--- config.mk ---
export PLATFORM = sky130hd
export DESIGN_NAME = br_flow_mux_fixed_reg
export DESIGN_NICKNAME = d
export VERILOG_FILES = /design/src/rtl/br_flow_mux_fixed_reg_pkg.sv /design/src/rtl/br_flow_mux_fixed_reg_buf.sv /design/src/rtl/br_flow_mux_fixed_reg_chk.sv /design/src/rtl/br_flow_mux_fixed_reg.sv
export SDC_FILE = /design/constraint.sdc
export NUM_CORES = 1
export LEC_CHECK = 0
export ABC_AREA = 1
export ABC_CLOCK_PERIOD_IN_PS = 1900
export BUFFER_PORTS_ARGS = -buffer_cell sky130_fd_sc_hd__buf_4
export CAP_MARGIN = 20
export CORE_AREA = 2 2 39 41
export DETAILED_ROUTE_END_ITERATION = 10
export DIE_AREA = 0 0 41 43
export SKIP_CTS_REPAIR_TIMING = 1
export SLEW_MARGIN = 30
export SYNTH_ARGS = -nofsm -noshare
export SYNTH_HDL_FRONTEND = slang
export SYNTH_SLANG_ARGS = --single-unit
--- constraint.sdc ---
create_clock -name clk -period 1.9 [get_ports clk]
set_input_delay 0.285 -clock clk [delete_from_list [all_inputs] [get_ports clk]]
set_output_delay 0.285 -clock clk [all_outputs]
set_load 0.01 [all_outputs]
--- src/rtl/br_flow_mux_fixed_reg_pkg.sv ---
// Shared types and helpers for the registered fixed-priority flow mux.
package br_flow_mux_fixed_reg_pkg;

    // Occupancy of the 2-entry output buffer, encoded as the entry count.
    typedef enum logic [1:0] {
        ST_EMPTY = 2'd0,
        ST_ONE   = 2'd1,
        ST_FULL  = 2'd2
    } buf_state_e;

    // Bits needed to name a requester; never narrower than one bit.
    function automatic int src_width(input int num_req);
        int w;
        w = (num_req > 32'sd1) ? $clog2(num_req) : 32'sd1;
        return w;
    endfunction

endpackage

--- src/rtl/br_flow_mux_fixed_reg_buf.sv ---
// Two-entry ready/valid buffer: head/tail slots plus an occupancy count.
// Every pop-side output comes from flops.
module br_flow_mux_fixed_reg_buf
    import br_flow_mux_fixed_reg_pkg::*;
#(
    parameter int Width = 1
) (
    input  logic             clk,
    input  logic             rst,
    input  logic             push_valid,
    output logic             push_ready,
    input  logic [Width-1:0] push_data,
    output logic             pop_valid,
    input  logic             pop_ready,
    output logic [Width-1:0] pop_data
);

    buf_state_e       state_r;
    buf_state_e       state_nxt_s;
    logic [Width-1:0] head_r;
    logic [Width-1:0] head_nxt_s;
    logic [Width-1:0] tail_r;
    logic [Width-1:0] tail_nxt_s;
    logic             push_s;
    logic             pop_s;

    // Handshake flags decode the state flop only; requesters are held off while in reset.
    always_comb begin
        push_ready = rst && (state_r != ST_FULL);
        pop_valid  = (state_r != ST_EMPTY);
        pop_data   = head_r;
        push_s     = push_valid && push_ready;
        pop_s      = pop_valid && pop_ready;
    end

    // Next occupancy and slot contents; a push while one entry is popping lands in head.
    always_comb begin
        state_nxt_s = state_r;
        head_nxt_s  = head_r;
        tail_nxt_s  = tail_r;
        case (state_r)
            ST_EMPTY: begin
                if (push_s) begin
                    state_nxt_s = ST_ONE;
                    head_nxt_s  = push_data;
                end else begin
                    state_nxt_s = ST_EMPTY;
                end
            end
            ST_ONE: begin
                if (push_s) begin
                    if (pop_s) begin
                        head_nxt_s = push_data;
                    end else begin
                        state_nxt_s = ST_FULL;
                        tail_nxt_s  = push_data;
                    end
                end else if (pop_s) begin
                    state_nxt_s = ST_EMPTY;
                end else begin
                    state_nxt_s = ST_ONE;
                end
            end
            ST_FULL: begin
                if (pop_s) begin
                    state_nxt_s = ST_ONE;
                    head_nxt_s  = tail_r;
                end else begin
                    state_nxt_s = ST_FULL;
                end
            end
            default: begin
                state_nxt_s = ST_EMPTY;
            end
        endcase
    end

    // State and slot registers; reset drops any buffered entries without popping them.
    always_ff @(posedge clk) begin
        if (!rst) begin
            state_r <= ST_EMPTY;
            head_r  <= '0;
            tail_r  <= '0;
        end else begin
            state_r <= state_nxt_s;
            head_r  <= head_nxt_s;
            tail_r  <= tail_nxt_s;
        end
    end

endmodule

--- src/rtl/br_flow_mux_fixed_reg_chk.sv ---
// Protocol and integration checks for the registered fixed-priority flow mux.
module br_flow_mux_fixed_reg_chk #(
    parameter int NumRequesters = 2,
    parameter int Width         = 1,
    parameter int SourceWidth   = 1
) (
    input logic                     clk,
    input logic                     rst,
    input logic [NumRequesters-1:0] push_valid,
    input logic [NumRequesters-1:0] push_ready,
    input logic [Width-1:0]         push_data [NumRequesters],
    input logic [NumRequesters-1:0] grant,
    input logic                     pop_valid,
    input logic                     pop_ready,
    input logic [Width-1:0]         pop_data,
    input logic [SourceWidth-1:0]   pop_source
);

    a_params: assert property (@(posedge clk) disable iff (!rst)
        (NumRequesters >= 32'sd2) && (Width >= 32'sd1));

    a_grant_onehot0: assert property (@(posedge clk) disable iff (!rst)
        $onehot0(grant));

    for (genvar i = 0; i < NumRequesters; i++) begin : g_req
        a_push_hold: assert property (@(posedge clk) disable iff (!rst)
            (push_valid[i] && !push_ready[i]) |=> (push_valid[i] && $stable(push_data[i])));
    end

    a_pop_stable: assert property (@(posedge clk) disable iff (!rst)
        (pop_valid && !pop_ready) |=> (pop_valid && $stable(pop_data) && $stable(pop_source)));

    a_pop_known: assert property (@(posedge clk) disable iff (!rst)
        pop_valid |-> !$isunknown({pop_data, pop_source}));

endmodule

--- src/rtl/br_flow_mux_fixed_reg.sv ---
// Registered fixed-priority flow mux: index 0 wins, and the winner's payload
// and index are carried through a 2-entry buffer so pop_* come from flops.
module br_flow_mux_fixed_reg
    import br_flow_mux_fixed_reg_pkg::*;
#(
    parameter  int NumRequesters = 2,
    parameter  int Width         = 1,
    localparam int SourceWidth   = src_width(NumRequesters)
) (
    input  logic                     clk,
    input  logic                     rst,
    input  logic [NumRequesters-1:0] push_valid,
    output logic [NumRequesters-1:0] push_ready,
    input  logic [Width-1:0]         push_data [NumRequesters],
    output logic                     pop_valid,
    input  logic                     pop_ready,
    output logic [Width-1:0]         pop_data,
    output logic [SourceWidth-1:0]   pop_source
);

    localparam int EntryWidth = Width + SourceWidth;

    logic [NumRequesters-1:0] grant_s;
    logic [SourceWidth-1:0]   grant_idx_s;
    logic [Width-1:0]         grant_data_s;
    logic                     can_accept_s;
    logic                     lower_valid_s;
    logic [EntryWidth-1:0]    entry_s;
    logic [EntryWidth-1:0]    head_s;

    // Isolate the lowest set valid bit: that requester is the winner.
    assign grant_s = push_valid & (~push_valid + {{(NumRequesters-1){1'b0}}, 1'b1});

    // Encode the one-hot grant into a source index and select the winner's payload.
    always_comb begin
        grant_idx_s  = '0;
        grant_data_s = '0;
        for (int i = 0; i < NumRequesters; i++) begin
            if (grant_s[i]) begin
                grant_idx_s  = SourceWidth'(i);
                grant_data_s = push_data[i];
            end else begin
                grant_idx_s  = grant_idx_s;
                grant_data_s = grant_data_s;
            end
        end
    end

    // Ready needs buffer room and no valid higher-priority requester; own valid is not used.
    always_comb begin
        lower_valid_s = 1'b0;
        push_ready    = '0;
        for (int i = 0; i < NumRequesters; i++) begin
            push_ready[i] = can_accept_s && !lower_valid_s;
            lower_valid_s = lower_valid_s || push_valid[i];
        end
    end

    assign entry_s    = {grant_data_s, grant_idx_s};
    assign pop_data   = head_s[EntryWidth-1:SourceWidth];
    assign pop_source = head_s[SourceWidth-1:0];

    br_flow_mux_fixed_reg_buf #(
        .Width (EntryWidth)
    ) u_buf (
        .clk        (clk),
        .rst        (rst),
        .push_valid (|push_valid),
        .push_ready (can_accept_s),
        .push_data  (entry_s),
        .pop_valid  (pop_valid),
        .pop_ready  (pop_ready),
        .pop_data   (head_s)
    );

    br_flow_mux_fixed_reg_chk #(
        .NumRequesters (NumRequesters),
        .Width         (Width),
        .SourceWidth   (SourceWidth)
    ) u_chk (
        .clk        (clk),
        .rst        (rst),
        .push_valid (push_valid),
        .push_ready (push_ready),
        .push_data  (push_data),
        .grant      (grant_s),
        .pop_valid  (pop_valid),
        .pop_ready  (pop_ready),
        .pop_data   (pop_data),
        .pop_source (pop_source)
    );

endmodule
==> results of run 1 <==
[cells in the mapped netlist, drive strengths merged]
cell type | count | area share, %
nand2 | 18 | 21
nor2 | 12 | 13
inv | 10 | 11
dfxtp | 6 | 34
nand3 | 5 | 8.4
a21oi | 4 | 5.6
o21ai | 2 | 2.8
a21boi | 1 | 3.2
buf | 1 | 2.1
[tightest hold or removal path, delay by kind of cell]
kind / cells / cell delay, ns
buf+inv: 1 / 0.14
simple gates: 2 / 0.09
[worst max-delay path by stage]
stage / from / endpoint / cells after the start
after floorplan: u_buf.state_r[0] / push_ready[1] / 4
after global routing: u_buf.state_r[0] / push_ready[1] / 5
after CTS: u_buf.state_r[0] / push_ready[1] / 5
final: u_buf.state_r[0] / push_ready[1] / 5
after global placement: u_buf.state_r[1] / u_buf.pop_data[0] / 7
after detailed placement: pop_ready / u_buf.tail_r[0] / 7
[routing by layer]
layer,GRT usage [%],up-vias
li1,-,211
met1,14.9,157
met2,14.4,16
met3,4.71,0
met4,6.00,0
met5,0,-
[stage by stage]
stage,total power (uW),hold slack (ns),setup WS (ns),utilization (%),instance area (sq um)
after global placement,208,0.481,0.801,32.6,452
after detailed placement,209,0.476,0.779,32.6,452
after CTS,328,0.320,0.547,34.3,474
final,319,0.325,0.566,34.3,474
after global routing,342,0.343,0.444,34.3,474
after floorplan,180,0.405,0.894,-,357
[layout make-up]
type	instances	area, sq um
Multi-Input combinational cell	42	191
Tap cell	16	20.0
Fill cell	157	910
Timing Repair Buffer	11	82.6
Sequential cell	6	120
Clock buffer	3	22.5
Inverter	10	37.5
[placed cells by master, fill, tap and decap left out]
| cell type | synthesis | final |
|---|---|---|
| clkbuf_4 | 0 | 3 |
| nand3_1 | 4 | 4 |
| inv_1 | 6 | 6 |
| o21ai_0 | 2 | 2 |
| nand2_2 | 3 | 3 |
| nand2_1 | 15 | 15 |
| a21boi_2 | 1 | 1 |
| buf_4 | 1 | 11 |
| nor2_1 | 12 | 12 |
| dfxtp_1 | 6 | 6 |
| inv_2 | 4 | 4 |
| nand3_2 | 1 | 1 |
| a21oi_1 | 4 | 4 |
[cell families after synthesis]
kind of cell           Yosys count
AND/OR/NAND/NOR                 35
flip-flops                       6
buffers and inverters           11
AO/OA/AOI/OAI                    7
[where the power goes]
part | switching, uW | internal [uW]
Clock | 41.9 | 71.2
Sequential | 4.50 | 134
Combinational | 36.7 | 31.3
[sequential cells by signal, indices dropped and copies added, names as in the netlist]
| register | cells |
|---|---|
| u_buf.tail_r | 2 |
| u_buf.state_r | 2 |
| u_buf.pop_data | 2 |
==> metrics.yaml, run 1 <==
clock_tree:
  cts_max_level: 1
  clk_pin_slew_ns: 0.04
  clock_sinks: 6
  cts_made_buffers: 3
  root_buffer: "clkbuf_4"
  cts_tree: "built"
  clk_latency_ns: 0.24
  cts_buffer_depth: 2
synth:
  synth_seq_cells: 6
  syn_inst: 59
  synthXorXnorAreaFrac_pct: 0
  synthAdderAreaFrac_pct: 0
  yosysUniqueCellTypes: 12
  muxShareOfSynthArea_pct: 0
  netlist_area_sq_um: 357
  synth_compound_area_share_pct: 11.6
  synth_fp_nets: 66
  seq_area_frac_synth_pct: 33.7
  synth_top_family_by_area: "simple AND/OR/NAND/NOR gates"
  avgSynthCellArea_sq_um: 6.04
  yosys_warnings: 0
  yosys.area_share.simple_pct: 42.1
worst_setup_path:
  worst_path_dominant_cell_family: "flip-flops"
  reg2reg_slack_ns: 0.82
  crit_chain: "inv_2 > nand2_2 > nand2_1 > nor2_1 > buf_4"
  path_buf_inv: 2
  slowest_stage: "dfxtp_1"
  cp.arrival_ns: 1.05
  critPathMaxStageDelay_ns: 0.37
  r2r-end: "u_buf.pop_data[0]"
  worstSetupStartpointType: "flip-flop"
  critical_path_class: "flip-flop to output port"
  r2r-start: "u_buf.state_r[1]"
  end_kind: "output port"
  worstRegToRegCells: 7
  cp.required_ns: 1.62
  critical_path.max_fanout: 4
detailed_routing:
  first_pass_iters: 4
  route.detailed.drc: 0
  drt-wirelength-per-cell_um: 8.52
  wl_met2_um: 327
  wirelength_um: 750
  met3_length_um: 80
  via_per_inst: 4.36
  drtIter0Drc: 14
  routed.top_layer: "met3"
  drtAntennaViolNets: 0
  m1WireLength_um: 342
  vias: 384
floorplanning:
  die_x_um: 41
  initial_core_util_pct: 25.8
  rows: 14
  design.core.area_sq_um: 1380
  die_h_um: 43
  die_area_sq_um: 1760
  num_io_pins: 12
hold_path:
  hold_depth: 3
  min_path_type: "input port to flip-flop"
  min_to: "u_buf.pop_data[0]"
  min_from: "rst"
pwr:
  power.density_nw_per_um2: 673
  cellLeakagePower_uw: 0.000256
  ir_drop_uv: 348
placement:
  dpl.cell_count: 85
  io_buffers: 11
  dp_hpwl_um: 613
  place.gp.congestion: 0.731
grt:
  gr-total-overflow: 0
  grt_pass1_vias: 335
  grt_antenna_before_repair: 0
  grt_pass1_wl_mm: 1.32
  grt.total_usage_pct: 11.1
  grt_max_degree: 8
finish:
  stdcell_count: 88
  drive_above_1_share_pct: 31.9
  syn_to_final_growth_pct: 33.0
  nets: 81
  antenna_cells: 0
sta:
  tightest_slew_ns: 0.198
  finalSetupTns_ns: 0
  fin_skew_ns: 0.00101
  relSlewSlack_pct: 86.8
  finalCritPeriodShare_pct: 70.2
  layout_min_cycle_time_ns: 1.33
  final-setup-viol-count: 0
  fmax_ghz: 0.750
  rsz0062_at_grt: "no"
  drv_slew: 0
  finalHoldViolations: 0
status:
  status: "finished, final reports clean"
job:
  drv_cap: 0
Power figures use the tool's default switching activity.
==> run 2: changes to the inputs <==
--- a/config.mk
+++ b/config.mk
@@ -5,8 +5,8 @@
 export SDC_FILE = /design/constraint.sdc
 export NUM_CORES = 1
 export LEC_CHECK = 0
-export ABC_AREA = 1
-export ABC_CLOCK_PERIOD_IN_PS = 1900
+export ABC_AREA = 0
+export ABC_CLOCK_PERIOD_IN_PS = 1200
 export BUFFER_PORTS_ARGS = -buffer_cell sky130_fd_sc_hd__buf_4
 export CAP_MARGIN = 20
 export CORE_AREA = 2 2 39 41
==> constraint.sdc (replaced) <==
create_clock -name clk -period 1.2 [get_ports clk]
set_input_delay 0.18 -clock clk [delete_from_list [all_inputs] [get_ports clk]]
set_output_delay 0.18 -clock clk [all_outputs]
set_load 0.01 [all_outputs]
==> metrics.yaml, run 2 <==
status:
  status: "finished with violations"
  violations: "negative setup slack"
detailed_routing:
  via_per_inst: 4.92
  drtIter0Drc: 9
  drt-wirelength-per-cell_um: 11.9
  wirelength_um: 892
  first_pass_iters: 2
  drtAntennaViolNets: 0
  route.detailed.drc: 0
  vias: 369
synth:
  seq_area_frac_synth_pct: 31.4
  synth_compound_area_share_pct: 23.5
  yosys.area.top_type: "dfxtp_1"
  synth_edf_count: 0
  muxShareOfSynthArea_pct: 5.23
  yosys.area.top_type_share_pct: 31.4
  yosys_warnings: 0
  avgSynthCellArea_sq_um: 8.90
  synthFlopType: "dfxtp_1"
  syn_inst: 43
  synth_most_common_cell: "dfxtp_1"
  synth_fp_nets: 50
  postSynth.asyncResetShare_pct: 0
  netlist_area_sq_um: 383
  ys_top_cells_by_area: "dfxtp_1, mux2i_1, a21oi_1"
  synthXorXnorAreaFrac_pct: 0
  ys_top_cells_by_count: "dfxtp_1, a21oi_1"
  yosys.area_share.simple_pct: 35.9
  synthAdderAreaFrac_pct: 0
  synth_seq_cells: 6
  yosysUniqueCellTypes: 28
  synth_top_family_by_area: "simple AND/OR/NAND/NOR gates"
floorplanning:
  initial_core_util_pct: 27.7
  num_io_pins: 12
  die_area_sq_um: 1760
  rows: 14
  die_x_um: 41
  die_h_um: 43
  design.core.area_sq_um: 1380
worst_setup_path:
  critical_path.max_fanout: 6
  slowest_stage: "dfxtp_4"
  critical_path_class: "flip-flop to output port"
  end_kind: "output port"
  critPathMaxStageDelay_ns: 0.35
  crit_chain: "nand2b_4 > and2_4 > and2b_1 > buf_6"
  worstSetupStartpointType: "flip-flop"
  cp.arrival_ns: 1.13
  cp.required_ns: 1.02
job:
  drv_cap: 0
sta:
  fin_skew_ns: 0.000924
  final-setup-viol-count: 1
  tightest_slew_ns: 0.331
  finalCritPeriodShare_pct: 109
  layout_min_cycle_time_ns: 1.31
  finalWorstSetupSlack_ns: -0.110
  finalHoldViolations: 0
  finalSetupTns_ns: -0.110
  drv_slew: 0
  rsz0062_at_grt: "yes"
  fmax_ghz: 0.764
  relSlewSlack_pct: 77.9
clock_tree:
  clk_pin_slew_ns: 0.04
  cts_tree: "built"
  root_buffer: "clkbuf_4"
  clock_sinks: 6
  cts_max_level: 1
  clk_latency_ns: 0.24
  cts_buffer_depth: 2
  cts_made_buffers: 3
pwr:
  power.density_nw_per_um2: 980
  cellLeakagePower_uw: 0.000235
  ir_drop_uv: 361
finish:
  antenna_cells: 0
  nFillCells: 144
  nets: 68
  final-seq-area_sq_um: 125
  syn_to_final_growth_pct: 42.8
  final_cell_mix: "buf_4, dfxtp_1, a21oi_1, clkbuf_4"
  multiInputGateArea_sq_um: 263
  final_common_cell: "buf_4"
  drive_above_1_share_pct: 42.4
  stdcell_count: 75
grt:
  gr-total-overflow: 0
  grt.total_usage_pct: 11.8
  grt_pass1_wl_mm: 1.39
  grt_max_degree: 9
  grt_pass1_vias: 330
  grt_antenna_before_repair: 0
placement:
  place.gp.congestion: 0.772
  dp_hpwl_um: 657
  io_buffers: 11
  dpl.cell_count: 71
hold_path:
  min_path_type: "input port to flip-flop"
## run 2: cell types whose count changed after synthesis, moves of 2 or more
| cell | previous run | this run |
|---|---|---|
| mux2i_1 | 0 | 2 |
| inv_2 | 4 | 0 |
| nor3_1 | 0 | 2 |
| nand2b_1 | 0 | 2 |
| inv_1 | 6 | 2 |
| nand2_1 | 15 | 2 |
| nand2_2 | 3 | 0 |
| and2_1 | 0 | 2 |
| nor3b_1 | 0 | 2 |
| nor2_1 | 12 | 0 |
| and2b_1 | 0 | 2 |
| nand3_1 | 4 | 1 |
## run 2: area by class of cell
cell class | instances | share of cell area (%)
clock buffers | 3 | 4.12
inverters | 2 | 1.37
multi-input cells | 34 | 48.1
flip-flops and latches | 6 | 22.9
well taps | 16 | 3.66
repair buffers | 14 | 19.9
## run 2: report_power, final
group | switching, uW | total [uW] | internal, uW
sequential | 9.88 | 222 | 212
clock | 71.0 | 184 | 113
combinational | 56.6 | 130 | 73.4
## run 2: metal layers
metal  wire, um  track usage, %
met4          0            8.00
met3         59            3.14
met2        393            14.1
met1        440            17.4
met5          0               0
## run 2: worst max-delay path: cells and delay by family, from the launching register on
| family | cells | cell delay (ns) |
|---|---|---|
| DFF | 1 | 0.35 |
| and+or+nand+nor | 3 | 0.42 |
| buffers and inverters | 1 | 0.11 |
## run 2: cells by family (layout without fill, tap and decap cells)
family          count (synthesis)  count (layout)
simple gates                   20              20
compound gates                 12              12
flops                           6               6
buf+inv                         3              19
mux                             2               2
## run 2: through the flow
step                total power, uW  hold WS (ns)  util [%]  setup slack (ns)  area (sq um)
floorplan                       288         0.298         -             0.108           383
global route                    571         0.193      39.5            -0.146           547
global placement                340         0.438      35.6            0.0552           493
CTS                             530         0.191      37.3            -0.228           515
finish                          536         0.194      39.5            -0.110           547
detailed placement              342         0.442      35.6            0.0282           493
## run 2: worst paths after layout
kind	startpoint	endpoint	slack [ns]	depth (start not counted)
setup / recovery	u_buf.state_r[0]	push_ready[1]	-0.11	4
hold / removal	rst	u_buf.state_r[0]	0.19	2
setup reg to reg	u_buf.state_r[0]	u_buf.tail_r[1]	0.02	4
hold reg to reg	u_buf.pop_data[1]	u_buf.pop_data[1]	0.47	2
==> run 3: changes to the inputs <==
--- a/config.mk
+++ b/config.mk
@@ -7,11 +7,12 @@
 export LEC_CHECK = 0
 export ABC_AREA = 0
 export ABC_CLOCK_PERIOD_IN_PS = 1200
-export BUFFER_PORTS_ARGS = -buffer_cell sky130_fd_sc_hd__buf_4
+export BUFFER_PORTS_ARGS = -buffer_cell sky130_fd_sc_hd__buf_2
 export CAP_MARGIN = 20
 export CORE_AREA = 2 2 39 41
 export DETAILED_ROUTE_END_ITERATION = 10
 export DIE_AREA = 0 0 41 43
+export REMOVE_ABC_BUFFERS = 1
 export SKIP_CTS_REPAIR_TIMING = 1
 export SLEW_MARGIN = 30
 export SYNTH_ARGS = -nofsm -noshare
==> metrics.yaml, run 3 (synthesis gave the netlist of run 2 again) <==
sta:
  layout_min_cycle_time_ns: 1.35
  fmax_ghz: 0.739
  drv_slew: 0
  relSlewSlack_pct: 75.2
  finalCritPeriodShare_pct: 113
  finalHoldViolations: 0
  finalSetupTns_ns: -0.255
  finalWorstSetupSlack_ns: -0.152
  tightest_slew_ns: 0.370
  rsz0062_at_grt: "yes"
  fin_skew_ns: 0.00423
  final-setup-viol-count: 2
detailed_routing:
  drt-wirelength-per-cell_um: 12.8
  vias: 380
  first_pass_iters: 3
  via_per_inst: 5.14
  drtAntennaViolNets: 0
  wirelength_um: 948
  drtIter0Drc: 8
  route.detailed.drc: 0
pwr:
  cellLeakagePower_uw: 0.000223
  ir_drop_uv: 738
  power.density_nw_per_um2: 1020
clock_tree:
  clk_latency_ns: 0.25
  cts_buffer_depth: 2
  clock_sinks: 6
  cts_max_level: 1
  cts_made_buffers: 3
  root_buffer: "clkbuf_4"
  cts_tree: "built"
  clk_pin_slew_ns: 0.05
job:
  drv_cap: 0
grt:
  gr-total-overflow: 0
  grt_max_degree: 10
  grt.total_usage_pct: 13.3
  grt_pass1_vias: 342
  grt_antenna_before_repair: 0
  grt_pass1_wl_mm: 1.48
worst_setup_path:
  startpoint: "u_buf.state_r[0]"
  end_kind: "output port"
  worstSetupStartpointType: "flip-flop"
  r2r-end: "u_buf.tail_r[1]"
  cp.arrival_ns: 1.17
  critical_path.max_fanout: 8
  worstRegToRegCells: 3
  r2r-start: "u_buf.state_r[1]"
  reg2reg_slack_ns: 0.06
  cp.required_ns: 1.02
  critical_path_class: "flip-flop to output port"
hold_path:
  min_path_type: "input port to flip-flop"
  hold_depth: 2
  min_from: "rst"
  min_to: "u_buf.state_r[0]"
finish:
  final_cell_mix: "buf_2, dfxtp_1, a21oi_1, clkbuf_4"
  antenna_cells: 0
  multiInputGateArea_sq_um: 258
  final_common_cell: "buf_2"
  nets: 67
  design_area_sq_um: 512
  final-seq-area_sq_um: 128
  syn_to_final_growth_pct: 33.7
  nFillCells: 145
  drive_above_1_share_pct: 39.7
floorplanning:
  design.core.area_sq_um: 1380
  die_area_sq_um: 1760
  initial_core_util_pct: 27.7
  rows: 14
  die_h_um: 43
  num_io_pins: 12
  die_x_um: 41
placement:
  pre_cts_ws_ns: -0.00693
  dp_hpwl_um: 645
  place.gp.congestion: 0.748
  dpl_cell_area_sq_um: 458
  io_buffers: 11
status:
  violations: "negative setup slack"
  status: "finished with violations"
-- run 3: changes by cell type in the layout (fill, tap and decap cells not counted) --
cell,change
buf_2,+10
dfxtp_2,-1
a211oi_2,-1
buf_4,-11
dfxtp_4,+1
a211oi_1,+1
-- run 3: critical path, cell delays in order, from the launching register on --
cell and delay [ns]:
dfxtp_4 0.36, nand2b_4 0.14, and2_4 0.14, and2b_1 0.15
buf_2 0.13
-- run 3: per-stage QoR --
stage / std cells / util [%] / hold WS [ns] / total power [uW]
5_1_grt: 74 / 37.0 / 0.189 / 560
2_1_floorplan: 42 / - / 0.298 / 285
4_1_cts: 73 / 34.7 / 0.201 / 521
3_3_place_gp: 70 / 33.1 / 0.447 / 327
6_report: 74 / 37.0 / 0.202 / 524
3_5_place_dp: 70 / 33.1 / 0.457 / 327
-- run 3: where the power goes --
group | internal, uW | switching, uW
sequential | 210 | 12.2
clock | 113 | 76.9
combinational | 58.9 | 52.9
total | 382 | 142
-- run 3: layout make-up --
cell class | count | share of cell area, %
inverter | 2 | 1.47
clock buffer | 3 | 4.40
tap | 16 | 3.91
timing repair buffer | 13 | 14.9
sequential | 6 | 24.9
multi-input combinational | 34 | 50.4
-- run 3: routing by layer --
metal	vias up	wire length [um]	global-route usage [%]
met2	9	495	19.1
met4	0	27	10.0
met1	179	384	14.4
met5	-	0	0
li1	190	-	-
met3	2	41	6.28
-- run 3: how the worst max path moves through the flow --
stage,end,slack [ns],cells past startpoint
3_3_place_gp,u_buf.tail_r[1],-0.02,3
3_5_place_dp,u_buf.pop_data[1],-0.007,4
5_1_grt,push_ready[1],-0.19,4
6_report,push_ready[1],-0.15,4
2_1_floorplan,push_ready[1],0.08,3
4_1_cts,push_ready[1],-0.25,4
